`src/rtl/load_store_unit_if.sv`:
```
// Word-addressed memory/MMIO bus between the load/store unit (master) and memory (slave).
interface load_store_unit_if #(
  parameter int ADDR_WIDTH = 16
);
  logic                  bus_valid;
  logic                  bus_ready;
  logic                  bus_we;
  logic [ADDR_WIDTH-1:0] bus_addr;
  logic [3:0]            bus_be;
  logic [31:0]           bus_wdata;
  logic [31:0]           bus_rdata;

  modport master (output bus_valid, bus_we, bus_addr, bus_be, bus_wdata,
                  input  bus_ready, bus_rdata);
  modport slave  (input  bus_valid, bus_we, bus_addr, bus_be, bus_wdata,
                  output bus_ready, bus_rdata);
endinterface

```
`src/rtl/load_store_unit.sv`:
```
// Multicycle RV32I load/store unit: valid/ready bus with wait states, timeout and fault reporting.
// Define LSU_MISALIGN_SPLIT_EN to make misaligned accesses legal (word-crossing ones split into two beats).
module load_store_unit #(
  parameter int ADDR_WIDTH     = 16,
  parameter int TIMEOUT_CYCLES = 255
) (
  input  logic              clk,
  input  logic              rst,
  input  logic              req_valid,
  output logic              req_ready,
  input  logic              req_we,
  input  logic [2:0]        req_funct3,
  input  logic [31:0]       req_addr,
  input  logic [31:0]       req_wdata,
  output logic              resp_valid,
  output logic [31:0]       resp_rdata,
  output logic              resp_err,
  load_store_unit_if.master bus
);

  typedef enum logic [1:0] {IDLE, BEAT1, BEAT2, RESP} state_t;

  // Counter holds at most TIMEOUT_CYCLES-1; the final wait cycle triggers the fault.
  localparam int            TW     = (TIMEOUT_CYCLES > 1) ? $clog2(TIMEOUT_CYCLES) : 1;
  localparam logic [TW-1:0] T_LAST = TW'(TIMEOUT_CYCLES - 1);

  state_t                state_q, state_d;
  logic                  req_ready_d, resp_valid_d, resp_err_d;
  logic [31:0]           resp_rdata_d;
  logic                  bus_valid_d, bus_we_d;
  logic [ADDR_WIDTH-1:0] bus_addr_d;
  logic [3:0]            bus_be_d;
  logic [31:0]           bus_wdata_d;
  logic [TW-1:0]         tcnt_q, tcnt_d;
  logic [1:0]            off_q, off_d;
  logic [2:0]            f3_q, f3_d;

  logic [1:0]            off;
  logic [3:0]            size_mask;
  logic [7:0]            be_pair;
  logic [63:0]           wdata_pair;
  logic [63:0]           rd_pair;
  logic                  illegal, fault;

  assign off = req_addr[1:0];

  always_comb begin
    case (req_funct3[1:0])
      2'b00:   size_mask = 4'b0001;
      2'b01:   size_mask = 4'b0011;
      default: size_mask = 4'b1111;
    endcase
  end

  // Upper halves of the pairs are the lanes spilling into the next word.
  assign be_pair    = {4'b0000, size_mask} << off;
  assign wdata_pair = {32'h0, req_wdata} << {off, 3'b000};
  assign illegal    = (req_funct3[1:0] == 2'b11) || (req_funct3 == 3'b110) ||
                      (req_we && req_funct3[2]);

`ifdef LSU_MISALIGN_SPLIT_EN
  logic [3:0]  be_hi_q, be_hi_d;
  logic [31:0] wdata_hi_q, wdata_hi_d, rd_lo_q, rd_lo_d;
  logic        unused_addr_hi;

  assign unused_addr_hi = ^req_addr[31:ADDR_WIDTH+2];
  assign fault          = illegal;
  assign rd_pair        = (state_q == BEAT2) ? {bus.bus_rdata, rd_lo_q} : {32'h0, bus.bus_rdata};
`else
  logic misaligned;
  logic unused_addr_hi;

  assign unused_addr_hi = ^{req_addr[31:ADDR_WIDTH+2], be_pair[7:4], wdata_pair[63:32]};
  assign misaligned     = (req_funct3[1:0] == 2'b01 && off[0]) ||
                          (req_funct3[1:0] == 2'b10 && off != 2'b00);
  assign fault          = illegal || misaligned;
  assign rd_pair        = {32'h0, bus.bus_rdata};
`endif

  function automatic logic [31:0] load_extend(input logic [2:0] f3, input logic [1:0] sh,
                                              input logic [63:0] pair);
    logic [31:0] w;
    w = 32'(pair >> {sh, 3'b000});
    case (f3)
      3'b000:  return {{24{w[7]}}, w[7:0]};
      3'b001:  return {{16{w[15]}}, w[15:0]};
      3'b100:  return {24'h0, w[7:0]};
      3'b101:  return {16'h0, w[15:0]};
      default: return w;
    endcase
  endfunction

  always_comb begin
    // NOTE: every signal gets a default before the case so no path can infer a latch.
    state_d      = state_q;
    req_ready_d  = 1'b0;
    resp_valid_d = 1'b0;
    resp_err_d   = 1'b0;
    resp_rdata_d = 32'h0;
    bus_valid_d  = 1'b0;
    bus_we_d     = 1'b0;
    bus_addr_d   = '0;
    bus_be_d     = 4'h0;
    bus_wdata_d  = 32'h0;
    tcnt_d       = tcnt_q;
    off_d        = off_q;
    f3_d         = f3_q;
`ifdef LSU_MISALIGN_SPLIT_EN
    be_hi_d      = be_hi_q;
    wdata_hi_d   = wdata_hi_q;
    rd_lo_d      = rd_lo_q;
`endif

    case (state_q)
      IDLE: begin
        req_ready_d = 1'b1;
        if (req_valid && req_ready) begin
          req_ready_d = 1'b0;
          off_d       = off;
          f3_d        = req_funct3;
          tcnt_d      = '0;
`ifdef LSU_MISALIGN_SPLIT_EN
          be_hi_d     = be_pair[7:4];
          wdata_hi_d  = wdata_pair[63:32];
`endif
          if (fault) begin
            state_d      = RESP;
            resp_valid_d = 1'b1;
            resp_err_d   = 1'b1;
          end else begin
            state_d     = BEAT1;
            bus_valid_d = 1'b1;
            bus_we_d    = req_we;
            bus_addr_d  = req_addr[ADDR_WIDTH+1:2];
            bus_be_d    = be_pair[3:0];
            bus_wdata_d = wdata_pair[31:0];
          end
        end
      end

      BEAT1, BEAT2: begin
        if (!bus.bus_ready) begin
          if (TIMEOUT_CYCLES != 0 && tcnt_q == T_LAST) begin
            state_d      = RESP;
            resp_valid_d = 1'b1;
            resp_err_d   = 1'b1;
          end else begin
            tcnt_d      = tcnt_q + 1'b1;
            bus_valid_d = 1'b1;
            bus_we_d    = bus.bus_we;
            bus_addr_d  = bus.bus_addr;
            bus_be_d    = bus.bus_be;
            bus_wdata_d = bus.bus_wdata;
          end
`ifdef LSU_MISALIGN_SPLIT_EN
        end else if (state_q == BEAT1 && be_hi_q != 4'h0) begin
          // Second beat wraps around the top of the word-address space.
          state_d     = BEAT2;
          tcnt_d      = '0;
          rd_lo_d     = bus.bus_rdata;
          bus_valid_d = 1'b1;
          bus_we_d    = bus.bus_we;
          bus_addr_d  = bus.bus_addr + 1'b1;
          bus_be_d    = be_hi_q;
          bus_wdata_d = wdata_hi_q;
`endif
        end else begin
          state_d      = RESP;
          resp_valid_d = 1'b1;
          if (!bus.bus_we) resp_rdata_d = load_extend(f3_q, off_q, rd_pair);
        end
      end

      RESP: begin
        state_d     = IDLE;
        req_ready_d = 1'b1;
      end

      default: state_d = IDLE;
    endcase
  end

  // NOTE: sequential state uses nonblocking assignments so every register samples pre-edge values.
  always_ff @(posedge clk) begin
    if (rst) begin
      state_q       <= IDLE;
      req_ready     <= 1'b0;
      resp_valid    <= 1'b0;
      resp_err      <= 1'b0;
      resp_rdata    <= 32'h0;
      bus.bus_valid <= 1'b0;
      bus.bus_we    <= 1'b0;
      bus.bus_addr  <= '0;
      bus.bus_be    <= 4'h0;
      bus.bus_wdata <= 32'h0;
      tcnt_q        <= '0;
    end else begin
      state_q       <= state_d;
      req_ready     <= req_ready_d;
      resp_valid    <= resp_valid_d;
      resp_err      <= resp_err_d;
      resp_rdata    <= resp_rdata_d;
      bus.bus_valid <= bus_valid_d;
      bus.bus_we    <= bus_we_d;
      bus.bus_addr  <= bus_addr_d;
      bus.bus_be    <= bus_be_d;
      bus.bus_wdata <= bus_wdata_d;
      tcnt_q        <= tcnt_d;
    end
  end

  // NOTE: request context needs no reset; it is always written at acceptance before it is read.
  always_ff @(posedge clk) begin
    off_q      <= off_d;
    f3_q       <= f3_d;
`ifdef LSU_MISALIGN_SPLIT_EN
    be_hi_q    <= be_hi_d;
    wdata_hi_q <= wdata_hi_d;
    rd_lo_q    <= rd_lo_d;
`endif
  end

endmodule

```
`src/flat_wrapper.sv`:
```
// flat-port wrapper written by rule: the top's interface ports become plain ports
module load_store_unit_flat 
#(
  parameter int ADDR_WIDTH     = 16,
  parameter int TIMEOUT_CYCLES = 255
)
  (clk, rst, req_valid, req_ready, req_we, req_funct3, req_addr, req_wdata, resp_valid, resp_rdata, resp_err, bus_bus_valid, bus_bus_we, bus_bus_addr, bus_bus_be, bus_bus_wdata, bus_bus_ready, bus_bus_rdata);
  load_store_unit_if #(.ADDR_WIDTH(ADDR_WIDTH)) bus_i ();
  input  logic clk;
  input  logic rst;
  input  logic req_valid;
  output logic req_ready;
  input  logic req_we;
  input  logic [2:0] req_funct3;
  input  logic [31:0] req_addr;
  input  logic [31:0] req_wdata;
  output logic resp_valid;
  output logic [31:0] resp_rdata;
  output logic resp_err;
  output wire logic [$bits(bus_i.bus_valid)-1:0] bus_bus_valid;
  output wire logic [$bits(bus_i.bus_we)-1:0] bus_bus_we;
  output wire logic [$bits(bus_i.bus_addr)-1:0] bus_bus_addr;
  output wire logic [$bits(bus_i.bus_be)-1:0] bus_bus_be;
  output wire logic [$bits(bus_i.bus_wdata)-1:0] bus_bus_wdata;
  input wire logic [$bits(bus_i.bus_ready)-1:0] bus_bus_ready;
  input wire logic [$bits(bus_i.bus_rdata)-1:0] bus_bus_rdata;
  assign bus_bus_valid = bus_i.bus_valid;
  assign bus_bus_we = bus_i.bus_we;
  assign bus_bus_addr = bus_i.bus_addr;
  assign bus_bus_be = bus_i.bus_be;
  assign bus_bus_wdata = bus_i.bus_wdata;
  assign bus_i.bus_ready = bus_bus_ready;
  assign bus_i.bus_rdata = bus_bus_rdata;
  load_store_unit #(.ADDR_WIDTH(ADDR_WIDTH), .TIMEOUT_CYCLES(TIMEOUT_CYCLES)) u_core (.clk(clk), .rst(rst), .req_valid(req_valid), .req_ready(req_ready), .req_we(req_we), .req_funct3(req_funct3), .req_addr(req_addr), .req_wdata(req_wdata), .resp_valid(resp_valid), .resp_rdata(resp_rdata), .resp_err(resp_err), .bus(bus_i));
endmodule
```
`config.mk`:
```
export PLATFORM = sky130hd
export DESIGN_NAME = load_store_unit_flat
export DESIGN_NICKNAME = d
export VERILOG_FILES = /design/src/rtl/load_store_unit_if.sv /design/src/rtl/load_store_unit.sv /design/src/flat_wrapper.sv
export SDC_FILE = /design/constraint.sdc
export NUM_CORES = 1
export LEC_CHECK = 0
export CORE_MARGIN = 5
export CORE_UTILIZATION = 47
export DETAILED_ROUTE_END_ITERATION = 7
export GPL_TIMING_DRIVEN = 0
export HOLD_SLACK_MARGIN = 0.02
export PLACE_DENSITY_LB_ADDON = 0.12
export SKIP_LAST_GASP = 1
export SLEW_MARGIN = 20
export SYNTH_ARGS = -nofsm -noshare
export SYNTH_HDL_FRONTEND = slang
export SYNTH_SLANG_ARGS = --single-unit
export TNS_END_PERCENT = 1
```
`constraint.sdc`:
```
create_clock -name clk -period 3.7 [get_ports clk]
set_input_delay 1.11 -clock clk [delete_from_list [all_inputs] [get_ports clk]]
set_output_delay 1.11 -clock clk [all_outputs]
set_load 0.05 [all_outputs]
```
==> impl_metrics.toml <==
[power_and_ir_drop]
p_clk_frac = 0.211
p_seq_frac = 0.394
intPower_mw = 1.927
finalPower_mw = 3.243
powerDensity_nw_per_um2 = 465.7
p_leak_nw = 2.541
ir_worst_vdd_mv = 0.2861
switching_share = 0.4058
power_switching_mw = 1.316
pwr-share-comb = 0.395

[timing]
tightest_slew_ns = 0.7894
grt_setup_unrepaired = "no"
min_period_ns = 2.855
finClkSkew_ns = 0.01019
hold_violations = 0
fin_ws_ns = 0.8446
setup_viol = 0
slew_viol_final = 0
clock.fmax_ghz = 0.3502
post-route-period-util = 0.7717
whs_ns = 0.4615
timing.setup.tns_ns = 0
slew_headroom = 0.4737

[placed_design]
placed_cells = 839
hpwl_um = 11790
gp_congestion = 0.8931
io_buffer_count = 177
dp_slack_ns = 0.4508
placed_area_um2 = 6778

[yosys]
yosys-top-cells-area = "dfxtp_1 41%, mux2i_1 8.5%, a21oi_1 4.8%"
netlist.area_leader.share = 0.4098
synth_fp_nets = 636
synth-main-ff-cell = "dfxtp_1"
synth_seq_area_share = 0.4409
synth_cells = 526
ys_types = 59
synth_most_common_cell = "dfxtp_1"
async_flop_share = 0
yosys-top-cells-count = "99 x dfxtp_1, 46 x a21oi_1, 41 x mux2i_1, 38 x nand2_1, 33 x nand3_1"
synth-edff-count = 5
synth_area_per_cell_um2 = 9.194
synth_area_leader_cell = "dfxtp_1"
ys_seq_elements = 104
syn-cell-area_um2 = 4836
yosys_warnings = 0

[floorplanning]
dieArea_um2 = 12420
dieWidth_um = 111.4
top_level_ports = 193
initial_core_util = 0.4748
rows = 37
core_area_um2 = 10180
die_y_um = 111.4

[routing]
wire_per_inst_um = 18.18
drt_wl_total_um = 15540
vias = 4817
top_layer = "met4"
final_antenna_net_count = 0
met2_length_um = 7438
met3_wirelength_um = 1117
m1WireLength_um = 6602
first_pass_iters = 5
drt_iter0_drc = 286
viasPerCell = 5.634
route.detailed.drc = 0

[final_layout]
diodes = 0
drive_above_1_share = 0.08345
multiInputGateArea_um2 = 2455
fin_util = 0.6838
layout.nets = 824
stdcell_count = 855
final.fill_count = 835
seq_area_um2 = 2132
area_growth_pct = 44.01
fin_area_um2 = 6964

[global_route]
grt_first_pass_wirelength_um = 24810
grt_start_max_net_pins = 20
overflow = 0
grt_pass1_vias = 4836
antenna_found_initial = 0
grt_usage = 0.2429

[clock_network]
postCtsHoldBufs = 0
cts_tree = "yes"
postCtsSetupBuffers = 0
cts_resized = 0
cts-htree-levels = 3
insertion_delay_ns = 0.37
cts_sinks = 104
cts_buffers = 9
cts_root_buffer = "clkbuf_8"
clockBufferDepth = 2
clk_pin_slew_ns = 0.11

[job]
cap_viol_max_count = 0

[setup_path]
crit_buf_inv = 3
crit_chain = "clkdlybuf4s50_1, nand3_1, inv_1, and4b_1, clkbuf_1, a221oi_1, nor3_1"
slowest_delay_ns = 0.50
cp.required_ns = 3.94
cp.arrival_ns = 3.10
criticalPathCategory = "input pin to flip-flop"
setup.worst_path.end_class = "flip-flop"
r2r_slack_ns = 1.16
worstSetupStartpointType = "input pin"
cp_max_fo = 8
slowest_stage = "a221oi_1"
crit_family = "buffers and inverters"

[run_status]
status = "complete, no violations"

[min_path]
hold_path.class = "flip-flop to flip-flop"
[logic make-up (layout without fill, tap and decap cells)]
| family | Yosys count | after routing | share of synthesized area |
|---|---|---|---|
| buf+inv | 55 | 248 | 0.05149 |
| simple gates | 172 | 172 | 0.1948 |
| flops | 104 | 104 | 0.4409 |
| fa+ha+maj | 6 | 6 | 0.01552 |
| compound gates | 139 | 139 | 0.1915 |
| mux | 50 | 50 | 0.1058 |
[placed cells by master (no fill, tap or decap), types with 19 or more instances in the layout]
master / instances
clkdlybuf4s50_1: 177
dfxtp_1: 99
a21oi_1: 46
mux2i_1: 41
nand2_1: 38
nand3_1: 33
nor2_1: 21
o21ai_0: 21
buf_2: 19
clkbuf_1: 19
[power by group through the flow]
stage	Clock, mW	Combinational, mW	Sequential (mW)
floorplan	0	0.559	1.55
global placement	0	1.25	1.30
detailed placement	0	1.27	1.30
CTS	0.691	1.28	1.28
global route	0.736	1.37	1.29
finish	0.684	1.28	1.28
[state kept, by name, summed over array words and instances (netlist names), 2 cells and up]
signal	cells
u_core.bus.bus_addr	16
u_core.bus.bus_wdata	32
u_core.state_q	2
u_core.f3_q	3
u_core.resp_rdata	32
u_core.tcnt_q	8
u_core.bus.bus_be	4
u_core.off_q	2
[path summary, 6_finish.rpt]
check / start / end / depth (start not counted)
setup / recovery: req_valid / u_core.bus.bus_wdata[20]$_SDFFE_PP0N_ / 7
hold / removal: u_core.bus.bus_addr[9]$_SDFFE_PP0N_ / u_core.bus.bus_addr[9]$_SDFFE_PP0N_ / 2
setup reg to reg: u_core.state_q[0]$_SDFFE_PP0P_ / u_core.bus.bus_addr[8]$_SDFFE_PP0N_ / 8
hold reg to reg: u_core.bus.bus_addr[9]$_SDFFE_PP0N_ / u_core.bus.bus_addr[9]$_SDFFE_PP0N_ / 2
[worst reg2reg max path, stage by stage (launching register included)]
cell	delay [ns]
dfxtp_1	0.41
inv_1	0.09
ha_1	0.30
buf_4	0.16
nor2b_1	0.21
a21boi_2	0.52
clkbuf_1	0.52
nand2_1	0.13
a21oi_1	0.15
[metal layers]
layer / GRT usage / vias to the layer above
li1: - / 2290
met2: 0.4101 / 221
met1: 0.3094 / 2270
met3: 0.05163 / 36
met5: 0 / -
met4: 0.08191 / 0
[area by class of cell]
type                    count  share of cell area
clock inverters             7            0.008983
plain buffers              43             0.02928
inverters                  12            0.006468
flip-flops and latches    104              0.3061
clock buffers               9             0.01779
repair buffers            177              0.2544
well taps                 136             0.02443
multi-input cells         367              0.3525
Power figures use the tool's default switching activity.
